## config.mk

```make
export PLATFORM = sky130hd
export DESIGN_NAME = mem_arbiter
export DESIGN_NICKNAME = d
export VERILOG_FILES = /design/src/rtl/mem_pkg.sv /design/src/rtl/mem_arbiter_rr_arb2.sv /design/src/rtl/mem_arbiter.sv
export SDC_FILE = /design/constraint.sdc
export NUM_CORES = 1
export LEC_CHECK = 0
export CORE_AREA = 3 3 293 295
export DETAILED_ROUTE_END_ITERATION = 10
export DIE_AREA = 0 0 296 298
export PLACE_DENSITY_LB_ADDON = 0.2
export SLEW_MARGIN = 20
export SYNTH_ARGS = -nofsm -noshare
export SYNTH_HDL_FRONTEND = slang
export SYNTH_SLANG_ARGS = --single-unit
```

## constraint.sdc

```tcl
create_clock -name clk -period 2.19 [get_ports clk]
set_input_delay 0.219 -clock clk [delete_from_list [all_inputs] [get_ports clk]]
set_output_delay 0.219 -clock clk [all_outputs]
set_load 0.03 [all_outputs]
```

## src/rtl/mem_pkg.sv

```systemverilog
// -----------------------------------------------------------------------------
// mem_pkg
// Shared definitions for the main-memory arbiter:
//   state_t      - arbiter FSM state encoding
//   LINE_OFFSET  - number of byte-offset bits inside one 128-bit line
//   GRANT_I/D    - encoding of the granted side (instruction / data)
// -----------------------------------------------------------------------------
package mem_pkg;

    typedef enum logic [1:0] {
        IDLE = 2'd0,
        MEM  = 2'd1,
        RESP = 2'd2
    } state_t;

    localparam int LINE_OFFSET = 4;

    localparam logic GRANT_I = 1'b0;
    localparam logic GRANT_D = 1'b1;

endpackage

```

## src/rtl/mem_arbiter_rr_arb2.sv

```systemverilog
// -----------------------------------------------------------------------------
// rr_arb2
// Two-requester round-robin arbiter. The grant is combinational from the
// request lines; the last_grant register only advances when the owner
// enables arbitration and some request is present.
//   clk, rstn   - clock, asynchronous active-low reset
//   en          - arbitration enable (owner is idle and can accept a grant)
//   req_i/req_d - instruction-side / data-side requests
//   gnt_valid   - at least one request present
//   gnt         - granted side (GRANT_I or GRANT_D)
// -----------------------------------------------------------------------------
module rr_arb2
    import mem_pkg::*;
(
    input  logic clk,
    input  logic rstn,
    input  logic en,
    input  logic req_i,
    input  logic req_d,
    output logic gnt_valid,
    output logic gnt
);

    logic last_grant;

    always_comb begin
        gnt_valid = req_i | req_d;
        if (req_i && req_d) begin
            // Tie: the side that did not win last time goes next.
            gnt = (last_grant == GRANT_D) ? GRANT_I : GRANT_D;
        end else begin
            gnt = req_d ? GRANT_D : GRANT_I;
        end
    end

    // Reset to GRANT_D so that the first tie after reset goes to the I side.
    // NOTE: sequential state is written with non-blocking assignments so every
    // register samples pre-edge values, independent of statement order.
    always_ff @(posedge clk or negedge rstn) begin
        if (!rstn) begin
            last_grant <= GRANT_D;
        end else if (en && gnt_valid) begin
            last_grant <= gnt;
        end
    end

endmodule

```

## src/rtl/mem_arbiter.sv

```systemverilog
// -----------------------------------------------------------------------------
// mem_arbiter
// Shares one 128-bit main-memory port between the instruction refill path
// (I side, read only) and the data cache (D side, read or write). Each
// transfer runs IDLE -> MEM -> RESP; a watchdog aborts a MEM phase that sees
// no mem_ready within TIMEOUT cycles and flags resp_err. All outputs are
// registered.
//   clk, rstn                 - clock, asynchronous active-low reset
//   ireq_valid/ireq_addr      - I-side line read request (held until response)
//   iresp_valid/iresp_data    - I-side one-cycle done pulse / line (held)
//   dreq_valid/we/addr/wdata  - D-side request (held until response)
//   dresp_valid/dresp_rdata   - D-side done pulse / read line (reads only)
//   resp_err                  - accompanies a response pulse on timeout abort
//   mem_req/we/addr/wdata     - memory request, stable while mem_req is high
//   mem_ready/mem_rdata       - memory handshake and read data
//   busy                      - arbiter is not in IDLE
// -----------------------------------------------------------------------------
module mem_arbiter
    import mem_pkg::*;
#(
    parameter int ADDR_W  = 32,
    parameter int LINE_W  = 128,
    parameter int TIMEOUT = 255
) (
    input  logic              clk,
    input  logic              rstn,
    input  logic              ireq_valid,
    input  logic [ADDR_W-1:0] ireq_addr,
    output logic              iresp_valid,
    output logic [LINE_W-1:0] iresp_data,
    input  logic              dreq_valid,
    input  logic              dreq_we,
    input  logic [ADDR_W-1:0] dreq_addr,
    input  logic [LINE_W-1:0] dreq_wdata,
    output logic              dresp_valid,
    output logic [LINE_W-1:0] dresp_rdata,
    output logic              resp_err,
    output logic              mem_req,
    output logic              mem_we,
    output logic [ADDR_W-1:0] mem_addr,
    output logic [LINE_W-1:0] mem_wdata,
    input  logic              mem_ready,
    input  logic [LINE_W-1:0] mem_rdata,
    output logic              busy
);

    // Last MEM-cycle count at which a missing mem_ready triggers the abort;
    // the timer is 0 in the first MEM cycle, so mem_req stays up TIMEOUT cycles.
    localparam logic [7:0] TMO_LAST = 8'(TIMEOUT - 1);

    state_t            state, state_d;
    logic              side, side_d;
    logic [7:0]        timer, timer_d;
    logic              mem_req_d, mem_we_d, busy_d;
    logic [ADDR_W-1:0] mem_addr_d;
    logic [LINE_W-1:0] mem_wdata_d, iresp_data_d, dresp_rdata_d;
    logic              iresp_valid_d, dresp_valid_d, resp_err_d;

    logic gnt_valid, gnt;

    // Byte offset within a line never reaches memory.
    logic unused_addr_bits;
    assign unused_addr_bits = ^{ireq_addr[LINE_OFFSET-1:0], dreq_addr[LINE_OFFSET-1:0]};

    rr_arb2 u_arb (
        .clk       (clk),
        .rstn      (rstn),
        .en        (state == IDLE),
        .req_i     (ireq_valid),
        .req_d     (dreq_valid),
        .gnt_valid (gnt_valid),
        .gnt       (gnt)
    );

    // NOTE: every variable gets a default before the case statement, so no
    // path leaves one unassigned and no latch is inferred.
    always_comb begin
        state_d       = state;
        side_d        = side;
        timer_d       = timer;
        mem_req_d     = 1'b0;
        mem_we_d      = mem_we;
        mem_addr_d    = mem_addr;
        mem_wdata_d   = mem_wdata;
        iresp_valid_d = 1'b0;
        dresp_valid_d = 1'b0;
        resp_err_d    = 1'b0;
        iresp_data_d  = iresp_data;
        dresp_rdata_d = dresp_rdata;

        case (state)
            IDLE: begin
                if (gnt_valid) begin
                    state_d   = MEM;
                    side_d    = gnt;
                    timer_d   = '0;
                    mem_req_d = 1'b1;
                    if (gnt == GRANT_D) begin
                        mem_we_d    = dreq_we;
                        mem_addr_d  = {dreq_addr[ADDR_W-1:LINE_OFFSET], {LINE_OFFSET{1'b0}}};
                        mem_wdata_d = dreq_wdata;
                    end else begin
                        mem_we_d    = 1'b0;
                        mem_addr_d  = {ireq_addr[ADDR_W-1:LINE_OFFSET], {LINE_OFFSET{1'b0}}};
                        mem_wdata_d = '0;
                    end
                end
            end

            MEM: begin
                if (mem_ready) begin
                    state_d = RESP;
                    if (side == GRANT_I) begin
                        iresp_valid_d = 1'b1;
                        iresp_data_d  = mem_rdata;
                    end else begin
                        dresp_valid_d = 1'b1;
                        if (!mem_we) begin
                            dresp_rdata_d = mem_rdata;
                        end
                    end
                end else if (timer == TMO_LAST) begin
                    // Watchdog abort: respond with error, data registers untouched.
                    state_d    = RESP;
                    resp_err_d = 1'b1;
                    if (side == GRANT_I) begin
                        iresp_valid_d = 1'b1;
                    end else begin
                        dresp_valid_d = 1'b1;
                    end
                end else begin
                    timer_d   = timer + 8'd1;
                    mem_req_d = 1'b1;
                end
            end

            RESP: begin
                // Response pulse is visible during this state; no grant here.
                state_d = IDLE;
            end

            default: begin
                state_d = IDLE;
            end
        endcase

        busy_d = (state_d != IDLE);
    end

    // NOTE: the line-wide data registers are reset as well: they are plain
    // registers (not RAM), and the response lines must read 0 after reset.
    always_ff @(posedge clk or negedge rstn) begin
        if (!rstn) begin
            state       <= IDLE;
            side        <= GRANT_I;
            timer       <= '0;
            mem_req     <= 1'b0;
            mem_we      <= 1'b0;
            mem_addr    <= '0;
            mem_wdata   <= '0;
            iresp_valid <= 1'b0;
            dresp_valid <= 1'b0;
            resp_err    <= 1'b0;
            iresp_data  <= '0;
            dresp_rdata <= '0;
            busy        <= 1'b0;
        end else begin
            state       <= state_d;
            side        <= side_d;
            timer       <= timer_d;
            mem_req     <= mem_req_d;
            mem_we      <= mem_we_d;
            mem_addr    <= mem_addr_d;
            mem_wdata   <= mem_wdata_d;
            iresp_valid <= iresp_valid_d;
            dresp_valid <= dresp_valid_d;
            resp_err    <= resp_err_d;
            iresp_data  <= iresp_data_d;
            dresp_rdata <= dresp_rdata_d;
            busy        <= busy_d;
        end
    end

endmodule

```

* Word level (Yosys, flattened, before mapping) *
Cells that the tools add are included.

operators by class
  add/subtract/negate cells = 1
  multiply operators = 0
  div/mod/pow operators = 0
  magnitude comparators = 0
  eq/ne operators = 5
  shifts and indexed selects = 0
  multiplexer cells = 29
  bitwise logic cells = 3
  reduce and logical (&&, ||, !) cells = 9

operators by type and width
  operator             count
  $mux 128             1
  $mux 32              1
  $mux 8               3
  $mux 1               18
  $pmux 8 s2           1
  $add 8x1->8 const B  1
  $eq 8x8->1 const B   1
  $reduce_and 4->1     2
  $mux 2               3
  $ne 2x2->1 const B   3
  $pmux 2 s2           1
  $reduce_bool 2->1    2
  $reduce_and 3->1     1
  $eq 2x1->1 const B   1
  $logic_and 1x1->1    2
  $logic_not 2->1      1
  $not 1->1            2
  $pmux 1 s2           1
  $reduce_and 2->1     1
  $or 1x1->1           1

word-level totals
  bits in registers = 434
  latch bits = 0
  bits in writable memories = 0
  ROM bits = 0
  output and inout bits = 422
  logic and storage cells = 61
  memories = 0

* Logic depth before layout (Yosys ltp) *
  depth after elaboration = 5
  mapped depth = 7

* Hierarchy *
Synthesis repeated with hierarchy kept, for this count alone.

unflattened totals
  cells, all modules = 1301
  area total of the unflattened synthesis = 16664.7 µm²

modules (own cells, without submodules)
  module       instances  cells an instance  area an instance (µm²)  sequential area each (µm²)
  mem_arbiter  1          1296               16613.4                 10735.3
  rr_arb2      1          5                  51.3                    26.3

* Least setup slack after synthesis *
No wires, ideal clock.

  path type = register -> register
  from = reg state[1]
  to = reg dresp_rdata[107]
  setup time = 0.125 ns
  arrival = 1.485 ns
  data required time = 2.065 ns
  setup slack = 0.580 ns
  stages on the path, launching flop included = 7
  path buffers = 2
  period minus slack after synthesis = 1.610 ns
  cells stage by stage = dfrtp_1 nor2b_4 nand2_1 nor3b_2 buf_4 buf_8 mux2_2

on the way
  cells in the longest elaborated chain, start to end = 2

RTL lines
  item                               line                text
  start, declared                    mem_arbiter.sv:51   state_t state, state_d;
  start signal, assigned             mem_arbiter.sv:168  state <= state_d;
  $eq 2x1->1                         mem_arbiter.sv:91   case (state)
  $reduce_and 4->1 (no source line)  --
  end signal, assigned               mem_arbiter.sv:179  dresp_rdata <= dresp_rdata_d;
  end, declared                      mem_arbiter.sv:36   output logic [LINE_W-1:0] dresp_rdata,

Every way passes these cells.
A chain may end at the register's enable or synchronous reset.

* Final worst setup path *
  from = reg mem_we
  to = out mem_we

RTL lines
  item                    line                text
  start, declared         mem_arbiter.sv:39   output logic mem_we,
  start signal, assigned  mem_arbiter.sv:172  mem_we <= mem_we_d;

No word-level cell between the ends.

==> impl_metrics.ini <==
[floorplanning]
ios = 748
die_y_um = 298
fp.dieW_um = 296
coreArea_um2 = 83420
initial_core_util = 0.1940
die_area_um2 = 88210
num_rows = 106

[worst_setup_path]
critPathBufInv = 1
worst_r2r_endpoint = timer[5]$_DFFE_PN0P_
cp.arrival_ps = 1790
rrSetupSlack_ps = 230
crit_path_max_incr_delay_ps = 760
end_kind = output port
worstPathMaxFanout = 3
rr_worst_depth = 6
rr_startpoint = timer[0]$_DFFE_PN0P_
critPathKind = flip-flop to output port
start_kind = flip-flop
path_cells = clkdlybuf4s50_1
crit_family = buffers and inverters
path_depth = 1
cp_slowest_cell = clkdlybuf4s50_1
crit_required_ps = 1970

[timing]
slew_headroom = 0.5174
slew_viol_final = 0
worst_slew_pin_slew_ps = 721.8
fin_crit_sh = 0.9152
setup_slack_ps = 185.6
rsz0062_at_grt = no
fin_crit_ps = 2004
hold_violations = 0
fin_setup_tns_ps = 0
hold_ws_ps = 186.1
setup_viol = 0
max_freq_ghz = 0.4989
skew_ps = 24.41

[placed_design]
place_area_um2 = 25250
gp_congestion = 0.7685
io_buffers = 735
place_worst_setup_slack_ps = -2.270
post-dp-hpwl_um = 43660

[route]
via_per_inst = 3.968
post-route-drc-count = 0
dr.pass1.iters = 4
vias = 11640
final_antenna_net_count = 0
wl_per_cell_um = 19.50
drtIter0Drc = 389
wirelength_um = 57220

[power_and_ir_drop]
vdd_drop_max_mv = 1.003
leakagePower_nw = 11.24
p_per_area_nw_per_um2 = 1722
p_total_w = 0.04639

[global_route]
grt_pass1_wl_um = 84530
grt_overflow_total = 0
grt_max_degree = 73
grt_usage = 0.1255
grt_pass1_vias = 13050
antenna_found_initial = 6

[synth]
synthCells = 1029
avgSynthCellArea_um2 = 15.73
ys_warn_count = 0
synth_area_um2 = 16180
synth_cell_types = 38
ys_ff_latch = 430
ys_top_cells_by_area = dfrtp_1 66%, mux2_2 18%, a22o_1 7.0%, mux2i_1 1.7%, buf_6 1.5%
ys_seq_area_frac = 0.6650
synth.top_cell.area_share = 0.6634
synth_top_area_cell = dfrtp_1

[cts]
root_buffer = clkbuf_16
cts.sinks = 430
tritoncts = yes
cts_buffers = 52
clk-insertion-delay-late_ps = 580
clockBufferDepth = 3
clkTransAtPathRegs_ps = 50
cts_htree_levels = 2
ctsResizeCount = 0
cts_setup_buffers = 0

[cells_and_area]
mostFrequentLayoutCell = clkdlybuf4s50_1
syn_to_final_growth_pct = 66.48
nFillCells = 8271
nNetsFinal = 2141
drive_gt1_frac = 0.2183
stdcell_area_um2 = 26940
final_cell_mix = 734 x clkdlybuf4s50_1, 429 x dfrtp_1, 256 x mux2_2, 129 x a22o_1, 53 x clkbuf_16

[min_path]
hp-class = input port to async pin

[flow_run]
cap_violations = 0

[run_status]
status = complete, no violations
sequential cells by signal (all words and copies together), names as in the netlist:
signal,flops
mem_req,1
mem_addr,28
iresp_data,128
mem_wdata,128
iresp_valid,1
dresp_rdata,128
timer,8
busy,1
side,1
mem_we,1
state,2
resp_err,1
dresp_valid,1
u_arb.last_grant,1
cell usage after synthesis:
library cell,number
a21boi_1,1
a21o_1,3
a22o_1,129
a2bb2oi_1,1
a311o_1,1
and2_1,2
and3_1,1
buf_1,4
buf_2,20
buf_4,10
buf_6,21
buf_8,2
clkbuf_1,15
conb_1,1
dfrtp_1,429
dfstp_2,1
ha_1,2
inv_1,2
mux2_2,256
mux2i_1,28
nand2_1,36
nand3_1,8
nand4_2,1
nor2_1,4
nor2b_1,2
nor2b_4,1
nor3_1,1
nor3b_2,1
nor4_1,2
nor4b_1,1
o211ai_1,2
o211ai_2,1
o21ai_0,34
o21ai_2,1
o2bb2ai_1,1
or2b_1,1
or3_1,2
xnor2_1,1
cell type report:
class,instances,area [µm²],area share
Inverter,2,7.507,0.0002786
Multi-Input combinational cell,528,4952,0.1838
Tap cell,1080,1351,0.05016
Antenna cell,3,7.507,0.0002786
Clock inverter,8,96.34,0.003576
Timing Repair Buffer,799,8183,0.3037
Sequential cell,430,10760,0.3994
Clock buffer,84,1583,0.05875
logic make-up after synthesis:
family,Yosys count,share of synthesized area
XOR/XNOR,1,0.0005413
flip-flops,430,0.6650
AO/OA/AOI/OAI,174,0.08613
other,1,0.0002317
multiplexers,284,0.1955
buffers and inverters,74,0.03216
adder cells (fa/ha/maj),2,0.001546
AND/OR/NAND/NOR,63,0.01894
layer usage:
layer | GRT usage | share of wire
met1 | 0.1364 | 0.37
met2 | 0.2286 | 0.52
met3 | 0.04517 | 0.088
met4 | 0.03329 | 0.021
met5 | 0 | 0.00047
worst max-delay path by stage:
stage,startpoint,end
6_report,mem_we$_DFFE_PN0P_,mem_we
5_1_grt,timer[0]$_DFFE_PN0P_,timer[5]$_DFFE_PN0P_
4_1_cts,mem_we$_DFFE_PN0P_,mem_we
3_5_place_dp,mem_ready,dresp_rdata[90]$_DFFE_PN0P_
3_3_place_gp,mem_ready,dresp_rdata[18]$_DFFE_PN0P_
2_1_floorplan,state[1]$_DFF_PN0_,dresp_rdata[107]$_DFFE_PN0P_
power breakdown:
group | switching, W | total [W] | internal, W
Clock | 0.00334 | 0.00847 | 0.00513
Combinational | 0.0132 | 0.0239 | 0.0107
Sequential | 0.00217 | 0.0140 | 0.0119
through the flow:
| stage | util | cells |
|---|---|---|
| 2_1_floorplan | - | 1032 |
| 3_3_place_gp | 0.3026 | 2838 |
| 3_5_place_dp | 0.3026 | 2838 |
| 4_1_cts | 0.3229 | 2931 |
| 5_1_grt | 0.3229 | 2932 |
| 6_report | 0.3230 | 2934 |
timing repair:
item / CTS / global route
hold endpoints to repair: 105 / 0
setup endpoints to repair: 0 / 0
hold buffers: 1 / 0
No activity file was read; power rests on OpenSTA's default activity.
